$ cat config.mk
export PLATFORM = sky130hd
export DESIGN_NAME = fft_axi_master
export DESIGN_NICKNAME = d
export VERILOG_FILES = /design/src/rtl/fft_axi_pkg.sv /design/src/rtl/axi_beat_counter.sv /design/src/rtl/fft_axi_master.sv
export SDC_FILE = /design/constraint.sdc
export NUM_CORES = 1
export LEC_CHECK = 0
export ABC_CLOCK_PERIOD_IN_PS = 4900
export CORE_ASPECT_RATIO = 0.5
export CORE_UTILIZATION = 36
export CTS_CLUSTER_SIZE = 40
export DETAILED_ROUTE_END_ITERATION = 10
export PLACE_DENSITY = 0.95
export SYNTH_ARGS = -nofsm -noshare
export SYNTH_HDL_FRONTEND = slang
export SYNTH_SLANG_ARGS = --single-unit
$ cat constraint.sdc
create_clock -name clk -period 4.9 [get_ports clk]
set_input_delay 0.98 -clock clk [delete_from_list [all_inputs] [get_ports clk]]
set_output_delay 0.98 -clock clk [all_outputs]
set_load 0.03 [all_outputs]
$ cat src/rtl/fft_axi_pkg.sv
// Shared types and constants for the FFT accelerator AXI burst initiator.
package fft_axi_pkg;

  localparam int unsigned ADDR_W   = 12;
  localparam int unsigned LEN_W    = 8;
  localparam int unsigned SAMPLE_W = 16;

  localparam logic [1:0] AXI_BURST_INCR = 2'b01;
  localparam logic [2:0] AXI_SIZE_2B    = 3'b001;
  localparam logic [2:0] AXI_SIZE_4B    = 3'b010;
  localparam logic [1:0] AXI_STRB_2B    = 2'b11;

  localparam int unsigned DEFAULT_WR_ID = 0;
  localparam int unsigned DEFAULT_RD_ID = 0;

  typedef enum logic [2:0] {
    S_IDLE,
    S_AW,
    S_W,
    S_B,
    S_AR,
    S_R,
    S_DONE
  } state_t;

endpackage

$ cat src/rtl/axi_beat_counter.sv
// Beat counter shared by the write-data and read-data phases.
module axi_beat_counter
  import fft_axi_pkg::*;
(
  input  logic             clk,
  input  logic             Reset,
  input  logic             clr,
  input  logic             en,
  input  logic [LEN_W-1:0] len,
  output logic             at_last
);

  logic [LEN_W-1:0] count;

  // Count accepted beats; clear has priority over increment.
  always_ff @(posedge clk) begin
    if (Reset || clr) begin
      count <= '0;
    end else if (en) begin
      count <= count + LEN_W'(1);
    end
  end

  assign at_last = (count == len);

endmodule

$ cat src/rtl/fft_axi_master.sv
// Single-command AXI initiator: write one sample burst, then read one result burst.
module fft_axi_master
  import fft_axi_pkg::*;
#(
  parameter int unsigned DATA_WIDTH = 32,
  parameter int unsigned ID_W_WIDTH = 2,
  parameter int unsigned ID_R_WIDTH = 2,
  parameter int unsigned WR_ID      = DEFAULT_WR_ID,
  parameter int unsigned RD_ID      = DEFAULT_RD_ID
) (
  input  logic                  clk,
  input  logic                  Reset,
  input  logic                  start,
  input  logic [LEN_W-1:0]      len,
  input  logic [ADDR_W-1:0]     wr_addr,
  input  logic [ADDR_W-1:0]     rd_addr,
  input  logic [SAMPLE_W-1:0]   s_data,
  input  logic                  s_valid,
  output logic                  s_ready,
  output logic [DATA_WIDTH-1:0] r_data,
  output logic                  r_valid,
  input  logic                  r_ready,
  output logic                  r_last,
  output logic                  busy,
  output logic                  done,
  output logic                  err,
  output logic [ADDR_W-1:0]     AWADDR,
  output logic [LEN_W-1:0]      AWLEN,
  output logic [2:0]            AWSIZE,
  output logic [1:0]            AWBURST,
  output logic [ID_W_WIDTH-1:0] AWID,
  output logic                  AWVALID,
  input  logic                  AWREADY,
  output logic [SAMPLE_W-1:0]   WDATA,
  output logic [1:0]            WSTRB,
  output logic                  WVALID,
  output logic                  WLAST,
  input  logic                  WREADY,
  input  logic                  BVALID,
  input  logic [ID_W_WIDTH-1:0] BID,
  output logic                  BREADY,
  output logic [ADDR_W-1:0]     ARADDR,
  output logic [LEN_W-1:0]      ARLEN,
  output logic [2:0]            ARSIZE,
  output logic [1:0]            ARBURST,
  output logic [ID_R_WIDTH-1:0] ARID,
  output logic                  ARVALID,
  input  logic                  ARREADY,
  input  logic [DATA_WIDTH-1:0] RDATA,
  input  logic [ID_R_WIDTH-1:0] RID,
  input  logic                  RVALID,
  input  logic                  RLAST,
  output logic                  RREADY
);

  state_t           state;
  logic [LEN_W-1:0] len_q;
  logic             in_w;
  logic             in_r;
  logic             w_hs;
  logic             r_hs;
  logic             at_last;
  logic             cnt_clr;

  assign in_w = (state == S_W);
  assign in_r = (state == S_R);
  assign w_hs = in_w && s_valid && WREADY;
  assign r_hs = in_r && RVALID && r_ready;

  // Counter is parked at zero while idle and rewound before the read burst.
  assign cnt_clr = (state == S_IDLE) || (state == S_AR);

  axi_beat_counter u_beat_counter (
    .clk     (clk),
    .Reset   (Reset),
    .clr     (cnt_clr),
    .en      (w_hs || r_hs),
    .len     (len_q),
    .at_last (at_last)
  );

  // Write-data and read-data channels pass straight through during their phase.
  assign WVALID  = in_w && s_valid;
  assign WDATA   = s_data;
  assign WLAST   = in_w && at_last;
  assign s_ready = in_w && WREADY;
  assign r_valid = in_r && RVALID;
  assign r_data  = RDATA;
  assign r_last  = in_r && at_last;
  assign RREADY  = in_r && r_ready;

  assign AWLEN   = len_q;
  assign ARLEN   = len_q;
  assign AWSIZE  = AXI_SIZE_2B;
  assign ARSIZE  = AXI_SIZE_4B;
  assign AWBURST = AXI_BURST_INCR;
  assign ARBURST = AXI_BURST_INCR;
  assign WSTRB   = AXI_STRB_2B;

  // Command sequencer with registered address-channel, response and status outputs.
  always_ff @(posedge clk) begin
    if (Reset) begin
      state   <= S_IDLE;
      len_q   <= '0;
      AWADDR  <= '0;
      ARADDR  <= '0;
      AWID    <= '0;
      ARID    <= '0;
      AWVALID <= 1'b0;
      ARVALID <= 1'b0;
      BREADY  <= 1'b0;
      busy    <= 1'b0;
      done    <= 1'b0;
      err     <= 1'b0;
    end else begin
      done <= 1'b0;
      case (state)
        S_IDLE: begin
          if (start) begin
            state   <= S_AW;
            len_q   <= len;
            AWADDR  <= wr_addr;
            ARADDR  <= rd_addr;
            AWID    <= ID_W_WIDTH'(WR_ID);
            ARID    <= ID_R_WIDTH'(RD_ID);
            AWVALID <= 1'b1;
            busy    <= 1'b1;
            err     <= 1'b0;
          end
        end
        S_AW: begin
          if (AWREADY) begin
            AWVALID <= 1'b0;
            state   <= S_W;
          end
        end
        S_W: begin
          if (w_hs && at_last) begin
            BREADY <= 1'b1;
            state  <= S_B;
          end
        end
        S_B: begin
          if (BVALID) begin
            BREADY  <= 1'b0;
            ARVALID <= 1'b1;
            state   <= S_AR;
            if (BID != ID_W_WIDTH'(WR_ID)) begin
              err <= 1'b1;
            end
          end
        end
        S_AR: begin
          if (ARREADY) begin
            ARVALID <= 1'b0;
            state   <= S_R;
          end
        end
        S_R: begin
          if (r_hs) begin
            // Wrong ID, missing RLAST on the final beat, or early RLAST all flag an error.
            if ((RID != ID_R_WIDTH'(RD_ID)) || (RLAST != at_last)) begin
              err <= 1'b1;
            end
            if (RLAST || at_last) begin
              done  <= 1'b1;
              state <= S_DONE;
            end
          end
        end
        S_DONE: begin
          busy  <= 1'b0;
          state <= S_IDLE;
        end
        default: begin
          state <= S_IDLE;
        end
      endcase
    end
  end

endmodule

Word level (Yosys, flattened, before mapping)

Cells that the tools add are included.

Register bits after elaboration: 49
Bits in latches: 0
Memory bits (writable): 0
ROM bits: 0
Input bits: 95
Output and inout bits: 116
Logic and storage cells: 86
Memories: 0

Add/sub/neg operators: 1
Multipliers: 0
Divide/modulo/power cells: 0
$lt $le $gt $ge: 0
Equal/unequal tests: 17
Shift-type cells: 0
Muxes and demuxes: 25
Bitwise logic cells: 2
Reduce and logical (&&, ||, !) cells: 30

Operator list:

| kind                                                            | number |
|---|---|
| 3-bit two-way mux                                               | 7 |
| 3-bit one-hot mux with 6 select lines                           | 1 |
| 1-bit two-way mux                                               | 12 |
| 2-bit nonzero test                                              | 6 |
| 2-bit != test, second input constant                            | 5 |
| 3-bit == test, second input constant                            | 3 |
| 1-bit logical AND                                               | 9 |
| 3-bit AND reduction                                             | 3 |
| 8-bit by 1-bit adder with 8-bit output, second input constant   | 1 |
| 8-bit == test                                                   | 1 |
| 2-bit by 1-bit != test with 1-bit output, second input constant | 4 |
| 1-bit one-hot mux with 2 select lines                           | 4 |
| 7-bit AND reduction                                             | 1 |
| 3-bit by 2-bit == test with 1-bit output, second input constant | 2 |
| 6-bit AND reduction                                             | 1 |
| 1-bit logical OR                                                | 5 |
| 2-bit AND reduction                                             | 2 |
| 3-bit by 1-bit == test with 1-bit output, second input constant | 1 |
| 3-bit logical NOT                                               | 1 |
| 1-bit one-hot mux with 3 select lines                           | 1 |
| 3-bit nonzero test                                              | 1 |
| 3-bit OR reduction                                              | 1 |
| 1-bit NOT                                                       | 2 |
| 1-bit != test                                                   | 1 |

Longest topological paths before layout

Gate-level depths: netlist of the first run.

Word-level depth: 6
Mapped depth: 8
Mapped depth without buffers: 8

Modules after synthesis

A second synthesis of the first run with hierarchy kept.

Cell total of the unflattened synthesis: 330
Area, all modules: 2680.1 sq um

By module, submodules not included:

| module           | instances | cells each | area an instance (sq um) | seq. area each (sq um) |
|---|---|---|---|---|
| fft_axi_master   | 1         | 280        | 2247.2                   | 820.8 |
| axi_beat_counter | 1         | 50         | 432.9                    | 160.2 |

Least setup slack after synthesis of the first run

Ideal clock, no wire load.

Path kind: register to output
From: reg len_q[6], in the netlist ARLEN[6]
To: out WLAST
Arrival: 1903 ps
Required time: 3920 ps
Setup slack: 2017 ps
Cell stages (with the launch flop): 5
Path buffers: 0
Path through: dfxtp_1 -> xor2_1 -> nor4_1 -> nand2_1 -> nor3_1

Cells in the longest elaborated chain, start to end: 2

Ends and longest elaborated chain:

| element                | line                   | source |
|---|---|---|
| start, declared        | fft_axi_master.sv:57   | `logic [LEN_W-1:0] len_q;` |
| start signal, assigned | fft_axi_master.sv:121  | `len_q <= len;` |
| 8-bit == test          | axi_beat_counter.sv:24 | `assign at_last = (count == len);` |
| 1-bit logical AND      | fft_axi_master.sv:85   | `assign WLAST = in_w && at_last;` |
| end, declared          | fft_axi_master.sv:37   | `output logic WLAST,` |

Every way passes these cells.

Final worst setup path of the first run

From: reg u_beat_counter.count[3]
To: out WLAST

Cells in the longest elaborated chain, start to end: 2

Ends and longest elaborated chain:

| element                | line                   | source |
|---|---|---|
| start, declared        | axi_beat_counter.sv:13 | `logic [LEN_W-1:0] count;` |
| start signal, assigned | axi_beat_counter.sv:20 | `count <= count + LEN_W'(1);` |
| 8-bit == test          | axi_beat_counter.sv:24 |  |
| 1-bit logical AND      | fft_axi_master.sv:85   |  |

Every way passes these cells.

==> impl_table.tex, run 1 <==
\begin{tabular}{lr}
\hline
Metric & Value \\
\hline
\multicolumn{2}{l}{\textbf{Timing}} \\
Post-route worst hold slack & 452 ps \\
Peak clock frequency supported by timing & 274 MHz \\
Period utilisation layout & 0.744 \\
Number of endpoints with negative hold slack in the final report & 0 \\
RSZ-0062 raised after global routing & no \\
Final worst path period need & 3640 ps \\
Fin. max-slew vios & 0 \\
Slew at the pin closest to its max-slew limit & 779 ps \\
Number of setup violations in the final report & 0 \\
Worst rel slew slack & 0.478 \\
Final sum of negative setup slack & 0 ps \\
Layout Skew & 5.66 ps \\
\multicolumn{2}{l}{\textbf{Hold path}} \\
Worst Hold Launch & ARADDR[5] \\
Hold Crit Depth & 2 \\
Type of the tightest min-delay check & reg2reg \\
Hold-critical path endpoint & ARADDR[5] \\
\multicolumn{2}{l}{\textbf{Clock tree}} \\
Post-CTS Resized & 0 \\
Buffer levels on the longest clock path & 2 \\
Register clock-pin slew on the reported worst setup and hold paths & 70 ps \\
Root cell of the clock tree & clkbuf\_16 \\
Clock tree from TritonCTS & yes \\
Number of clock sinks & 49 \\
Worst skew pair latency & 290 ps \\
H-tree levels & 2 \\
Total CTS buffers & 5 \\
Buffers inserted by post-CTS timing repair & 0 \\
Hold\_buf cts & 0 \\
\multicolumn{2}{l}{\textbf{Setup path}} \\
Reg-to-reg slack, setup & 2450 ps \\
Worst setup EP type & primary output \\
List of cells traversed by the critical path & xor2\_1, nor4\_1, nand2\_1, nor3\_1, clkdlybuf4s50\_1 \\
Delay of the slowest cell on the worst path & 700 ps \\
Max FO, Critical Path & 6 \\
Classification of the worst setup path & reg2out \\
Reg-to-Reg Start & u\_beat\_counter.count[3] \\
Crit-path slowest cell & clkdlybuf4s50\_1 \\
Worst R2R End & err \\
Worst Path Required & 3920 ps \\
Startpoint kind of the worst setup timing path & flip-flop \\
Arrival time of data at the critical path endpoint & 2660 ps \\
Critical path origin & u\_beat\_counter.count[3] \\
Number of cell instances on the worst register-to-register path & 8 \\
\multicolumn{2}{l}{\textbf{Global routing}} \\
Via count of the first global-routing pass & 2189 \\
Global routing's busiest layer & met2 \\
Initial antenna violation count & 0 \\
GR Layer Usage met3 & 0.0616 \\
Largest net degree at the start of global routing & 26 \\
Global-route usage over all layers & 0.175 \\
Global-route wire length before repair & 10400 um \\
GRT met1 Usage & 0.187 \\
Residual overflow from global routing & 0 \\
Met2 routing resource usage after global routing & 0.297 \\
\multicolumn{2}{l}{\textbf{Synth}} \\
Number of register bits inferred by synthesis & 49 \\
Sequential-to-total area share from yosys stat & 0.375 \\
Distinct cell type count after synthesis & 40 \\
Number of warnings printed during yosys synthesis & 0 \\
Cell Area, Synth & 2620 sq um \\
Cell count after synthesis & 334 \\
Average cell area after synthesis & 7.84 sq um \\
\multicolumn{2}{l}{\textbf{Layout}} \\
Filler Cell Count & 603 \\
Fraction of layout instances using a drive strength above 1 & 0.0379 \\
Final cell count without fillers & 461 \\
Commonest non-fill, non-tap cells in the layout & clkdlybuf4s50\_1, nand2\_1, dfxtp\_1 \\
Final design utilization & 0.483 \\
Post-synthesis to final-layout area growth & 26.6\% \\
Net count of the finished layout & 465 \\
Antenna Cells & 0 \\
Leading cell type in the layout, fill and taps excluded & clkdlybuf4s50\_1 \\
\multicolumn{2}{l}{\textbf{Place}} \\
Post-detail-place hpwl & 4930 um \\
Placer's final routability congestion estimate & 0.807 \\
Dpl cells & 453 \\
Port-buffer cells & 98 \\
\multicolumn{2}{l}{\textbf{Power}} \\
Leakage power & 1.25 nW \\
Highest ir drop seen on vdd & 0.000147 V \\
Overall power consumption & 0.00108 W \\
Power density relative to cell area & 325 nW/um\^{}2 \\
\multicolumn{2}{l}{\textbf{Routing}} \\
Per-cell routed wire length & 14.3 um \\
Remaining antenna violation count after routing & 0 \\
Detailed Route Iter0 Violations & 114 \\
Vias post-DR & 2296 \\
DR vias/cell & 4.98 \\
Post-Route WL & 6610 um \\
DR DRC count & 0 \\
Detailed-router iteration count before antenna repair & 5 \\
\multicolumn{2}{l}{\textbf{Status}} \\
Result of the run & finished, final reports clean \\
\multicolumn{2}{l}{\textbf{Die}} \\
Cell row count & 21 \\
Die ar. & 7640 sq um \\
Effective utilization at floorplan & 0.382 \\
Die extent in y & 62.3 um \\
Top-level I/O count & 211 \\
Floorplan core area & 6860 sq um \\
Die Span X & 123 um \\
\multicolumn{2}{l}{\textbf{Job}} \\
Max-cap violation count & 0 \\
\hline
\end{tabular}
==> cell type report <==
cell class              count  area [sq um]  share of cell area
well taps                  92           115              0.0347
multi-input cells         206          1060               0.319
repair buffers            101          1000               0.303
clock buffers               6           129              0.0389
inverters                   5          18.8             0.00566
clock inverters             2          10.0             0.00302
flip-flops and latches     49           981               0.296
==> flip-flops by register name, summed over array words and instances, names as in the netlist, 3 cells and up <==
signal and count:
u_beat_counter.count 8, ARADDR 12, state 3, ARLEN 8, AWADDR 12
==> routing by layer <==
metal	part of all wire	up-vias
li1	-	1092
met1	0.37	1053
met2	0.52	121
met3	0.083	30
met4	0.033	0
met5	0	-
==> report_power, final <==
part           switching, W  internal (W)
sequential        0.0000278      0.000427
clock              0.000141      0.000188
combinational      0.000174      0.000120
==> synth_stat cells <==
master	instances	area, sq um
a211o_1	1	8.76
a211oi_1	1	7.51
a21oi_1	41	205
a22oi_2	1	12.5
a2bb2oi_1	1	8.76
a311oi_1	1	8.76
a31oi_1	3	18.8
and3_1	2	12.5
and4_1	1	8.76
and4b_1	1	10.0
and4bb_2	1	12.5
buf_1	1	3.75
buf_2	3	15.0
buf_4	72	541
buf_6	2	22.5
clkbuf_1	10	37.5
conb_1	2	7.51
dfxtp_1	49	981
ha_1	2	25.0
inv_1	5	18.8
mux2i_1	1	10.0
nand2_1	71	267
nand2b_1	3	18.8
nand3_1	5	25.0
nand4_1	2	12.5
nor2_1	11	41.3
nor2b_1	1	6.26
nor3_1	3	15.0
nor3b_1	1	7.51
nor4_1	3	18.8
o21ai_0	9	45.0
o21bai_1	1	7.51
o22ai_1	1	6.26
o311ai_0	1	8.76
o31ai_1	3	22.5
o32ai_1	1	8.76
or2_2	1	6.26
or3_1	5	31.3
or4_1	2	15.0
xor2_1	9	78.8
==> worst max path at each step <==
| stage | end | slack (ps) | depth (start not counted) |
|---|---|---|---|
| 4_1_cts | WLAST | 1310 | 5 |
| 2_1_floorplan | WLAST | 2020 | 4 |
| 3_5_place_dp | s_ready | 1500 | 3 |
| 6_report | WLAST | 1260 | 5 |
| 5_1_grt | WLAST | 1090 | 5 |
| 3_3_place_gp | r_valid | 1510 | 3 |
==> metrics by stage <==
stage               setup WS, ps  area [sq um]
floorplan                   2020          2670
global placement            1510          3170
detailed placement          1500          3170
CTS                         1310          3310
global route                1090          3310
finish                      1260          3310
==> kinds of logic after synthesis <==
logic type | count (synthesis) | synth area share
other | 2 | 0.00287
muxes | 1 | 0.00382
and+or+nand+nor | 113 | 0.194
adders and majority gates | 2 | 0.00956
AOI/OAI and AO/OA | 65 | 0.141
DFF | 49 | 0.375
xor gates and xnor gates | 9 | 0.0301
buffers and inverters | 93 | 0.244
==> worst max-delay path, delay by kind of cell (launching register included) <==
kind,cells,cell delay [ps]
DFF,1,450
and+or+nand+nor,3,1080
xor gates and xnor gates,1,130
buffers and inverters,1,700
No activity file was read; power rests on OpenSTA's default activity.
==> inputs of run 2 (changes only) <==
--- a/config.mk
+++ b/config.mk
@@ -5,12 +5,12 @@
 export SDC_FILE = /design/constraint.sdc
 export NUM_CORES = 1
 export LEC_CHECK = 0
-export ABC_CLOCK_PERIOD_IN_PS = 4900
+export ABC_CLOCK_PERIOD_IN_PS = 3700
 export CORE_ASPECT_RATIO = 0.5
-export CORE_UTILIZATION = 36
+export CORE_UTILIZATION = 33
 export CTS_CLUSTER_SIZE = 40
 export DETAILED_ROUTE_END_ITERATION = 10
-export PLACE_DENSITY = 0.95
+export PLACE_DENSITY = 0.9
 export SYNTH_ARGS = -nofsm -noshare
 export SYNTH_HDL_FRONTEND = slang
 export SYNTH_SLANG_ARGS = --single-unit
==> constraint.sdc (replaced) <==
create_clock -name clk -period 3.7 [get_ports clk]
set_input_delay 0.74 -clock clk [delete_from_list [all_inputs] [get_ports clk]]
set_output_delay 0.74 -clock clk [all_outputs]
set_load 0.03 [all_outputs]
==> run 2 against run 1 <==
- cell area rose by 1.4%
- clock skew increased by 3.5 ps
- largest cell class unchanged
- die area rose by 8.9%
==> impl_table.tex, run 2 (synthesized netlist as in run 1, its figures left out) <==
\begin{tabular}{lr}
\hline
Metric & Value \\
\hline
\multicolumn{2}{l}{\textbf{Routing}} \\
Vias post-DR & 2230 (-2.9\%) \\
Detailed Route Iter0 Violations & 104 (-8.8\%) \\
Post-Route WL & 6390 um (-3.4\%) \\
DR vias/cell & 4.66 (-6.5\%) \\
Remaining antenna violation count after routing & 0 (unchanged) \\
Per-cell routed wire length & 13.3 um (-7.0\%) \\
DR DRC count & 0 (unchanged) \\
Detailed-router iteration count before antenna repair & 4 (-1) \\
\multicolumn{2}{l}{\textbf{Timing}} \\
Number of setup violations in the final report & 0 (unchanged) \\
Final worst path period need & 3230 ps \\
Fin. max-slew vios & 0 (unchanged) \\
Worst rel slew slack & 0.600 (+0.122) \\
Period utilisation layout & 0.873 \\
Layout Skew & 9.13 ps (+3.47 ps) \\
Number of endpoints with negative hold slack in the final report & 0 (unchanged) \\
Peak clock frequency supported by timing & 310 MHz \\
Final sum of negative setup slack & 0 ps (unchanged) \\
Slew at the pin closest to its max-slew limit & 595 ps (-184 ps) \\
RSZ-0062 raised after global routing & no \\
\multicolumn{2}{l}{\textbf{Clock tree}} \\
Root cell of the clock tree & clkbuf\_16 \\
Worst skew pair latency & 290 ps (about the same) \\
Total CTS buffers & 5 (unchanged) \\
Hold\_buf cts & 0 (unchanged) \\
H-tree levels & 2 (unchanged) \\
Clock tree from TritonCTS & yes \\
Buffers inserted by post-CTS timing repair & 0 (unchanged) \\
Buffer levels on the longest clock path & 2 (unchanged) \\
Number of clock sinks & 49 (unchanged) \\
Register clock-pin slew on the reported worst setup and hold paths & 70 ps (about the same) \\
Post-CTS Resized & 0 (unchanged) \\
\multicolumn{2}{l}{\textbf{Global routing}} \\
GRT met1 Usage & 0.173 (-0.0141) \\
GR Layer Usage met3 & 0.0347 (-0.0269) \\
Initial antenna violation count & 0 (unchanged) \\
Met2 routing resource usage after global routing & 0.277 (-0.0199) \\
Global-route usage over all layers & 0.154 (-0.0207) \\
Residual overflow from global routing & 0 (unchanged) \\
Largest net degree at the start of global routing & 19 (-27\%) \\
Via count of the first global-routing pass & 2135 (-2.5\%) \\
Global-route wire length before repair & 10200 um (-2.0\%) \\
Global routing's busiest layer & met2 \\
\multicolumn{2}{l}{\textbf{Power}} \\
Highest ir drop seen on vdd & 0.000181 V (+23\%) \\
Leakage power & 1.26 nW (+0.80\%) \\
Power density relative to cell area & 431 nW/um\^{}2 (+32\%) \\
\multicolumn{2}{l}{\textbf{Layout}} \\
Largest registers & ARADDR x12, AWADDR x12 \\
Final cell count without fillers & 479 (+3.9\%) \\
Commonest non-fill, non-tap cells in the layout & clkdlybuf4s50\_1, nand2\_1, dfxtp\_1 \\
Antenna Cells & 0 (unchanged) \\
Final design utilization & 0.449 (-0.0344) \\
Net count of the finished layout & 467 (+0.43\%) \\
Leading cell type in the layout, fill and taps excluded & clkdlybuf4s50\_1 \\
Fraction of layout instances using a drive strength above 1 & 0.0458 (+0.00788) \\
Post-synthesis to final-layout area growth & 28.3\% \\
\multicolumn{2}{l}{\textbf{Setup path}} \\
Delay of the slowest cell on the worst path & 700 ps (about the same) \\
Worst setup EP type & primary output \\
Number of cell instances on the worst register-to-register path & 8 (unchanged) \\
Critical path origin & u\_beat\_counter.count[6] \\
Reg-to-reg slack, setup & 1360 ps (-1090 ps) \\
Classification of the worst setup path & reg2out \\
Worst Path Required & 2960 ps (-960 ps) \\
End of the critical path & WLAST \\
Startpoint kind of the worst setup timing path & flip-flop \\
Reg-to-Reg Start & u\_beat\_counter.count[6] \\
Arrival time of data at the critical path endpoint & 2490 ps (-170 ps) \\
Crit-path slowest cell & clkdlybuf4s50\_1 \\
Worst R2R End & err \\
Max FO, Critical Path & 4 (-2) \\
List of cells traversed by the critical path & xor2\_1, nor4\_1, nand2\_1, nor3\_1, clkdlybuf4s50\_1 \\
\multicolumn{2}{l}{\textbf{Die}} \\
Die extent in y & 65.0 um (+4.3\%) \\
Die Span X & 128 um (+4.4\%) \\
Cell row count & 22 (+4.8\%) \\
Top-level I/O count & 211 (unchanged) \\
Die ar. & 8310 sq um (+8.9\%) \\
Floorplan core area & 7490 sq um (+9.2\%) \\
Effective utilization at floorplan & 0.350 (-0.0321) \\
\multicolumn{2}{l}{\textbf{Job}} \\
Max-cap violation count & 0 (unchanged) \\
\multicolumn{2}{l}{\textbf{Hold path}} \\
Type of the tightest min-delay check & reg2reg \\
\multicolumn{2}{l}{\textbf{Place}} \\
Port-buffer cells & 98 (unchanged) \\
Dpl cells & 471 (+4.0\%) \\
Post-detail-place hpwl & 5010 um (+1.6\%) \\
Placer's final routability congestion estimate & 0.810 (+0.32\%) \\
\multicolumn{2}{l}{\textbf{Status}} \\
Result of the run & finished, final reports clean \\
\hline
\end{tabular}
run 2: cell types whose count changed in the layout (fill, tap and decap cells not counted):
cell        before  now
buf_4            3    5
clkbuf_1         1    0
clkinv_2         2    0
clkinvlp_4       0    1
inv_6            0    2
run 2: per-stage QoR:
| step | setup WS [ps] | hold slack, ps | area [sq um] | total power (W) |
|---|---|---|---|---|
| floorplan | 1060 | 464 | 2670 | 0.000948 |
| global placement | 776 | 442 | 3210 | 0.000994 |
| detailed placement | 738 | 446 | 3210 | 0.00100 |
| CTS | 527 | 456 | 3360 | 0.00146 |
| global route | 376 | 475 | 3360 | 0.00152 |
| finish | 470 | 453 | 3360 | 0.00145 |
run 2: where the power goes:
| part | internal [W] | leakage, nW | switching [W] |
|---|---|---|---|
| registers | 0.000565 | 0.401 | 0.0000341 |
| logic | 0.000162 | 0.791 | 0.000229 |
| clock network | 0.000255 | 0.0708 | 0.000202 |
| total | 0.000982 | 1.26 | 0.000465 |
run 2: worst max-delay path: cells and delay by family (launching register included):
| kind | cells | cell delay [ps] |
|---|---|---|
| flip-flops | 1 | 350 |
| buffers and inverters | 1 | 700 |
| AND/OR/NAND/NOR | 3 | 990 |
| XOR/XNOR | 1 | 170 |
run 2: metal layers:
layer | routed length [um] | up-vias
met4 | 175 | 0
met3 | 336 | 20
met1 | 2600 | 1041
li1 | - | 1092
met2 | 3270 | 77
met5 | 0 | -
run 2: area by class of cell:
cell class,instances,area (sq um)
Fill cell,713,4130
Clock inverter,3,25.0
Timing Repair Buffer,103,1020
Clock buffer,5,125
Multi-Input combinational cell,206,1060
Tap cell,108,135
Inverter,5,18.8
Sequential cell,49,981
run 2: worst min-delay path by stage:
stage	depth (start not counted)	start	to	slack, ps
floorplan	2	u_beat_counter.count[7]	u_beat_counter.count[7]	460
global placement	2	AWADDR[10]	AWADDR[10]	440
detailed placement	2	ARADDR[4]	ARADDR[4]	450
CTS	2	ARADDR[4]	ARADDR[4]	460
global route	2	ARADDR[0]	ARADDR[0]	470
finish	2	ARADDR[4]	ARADDR[4]	450
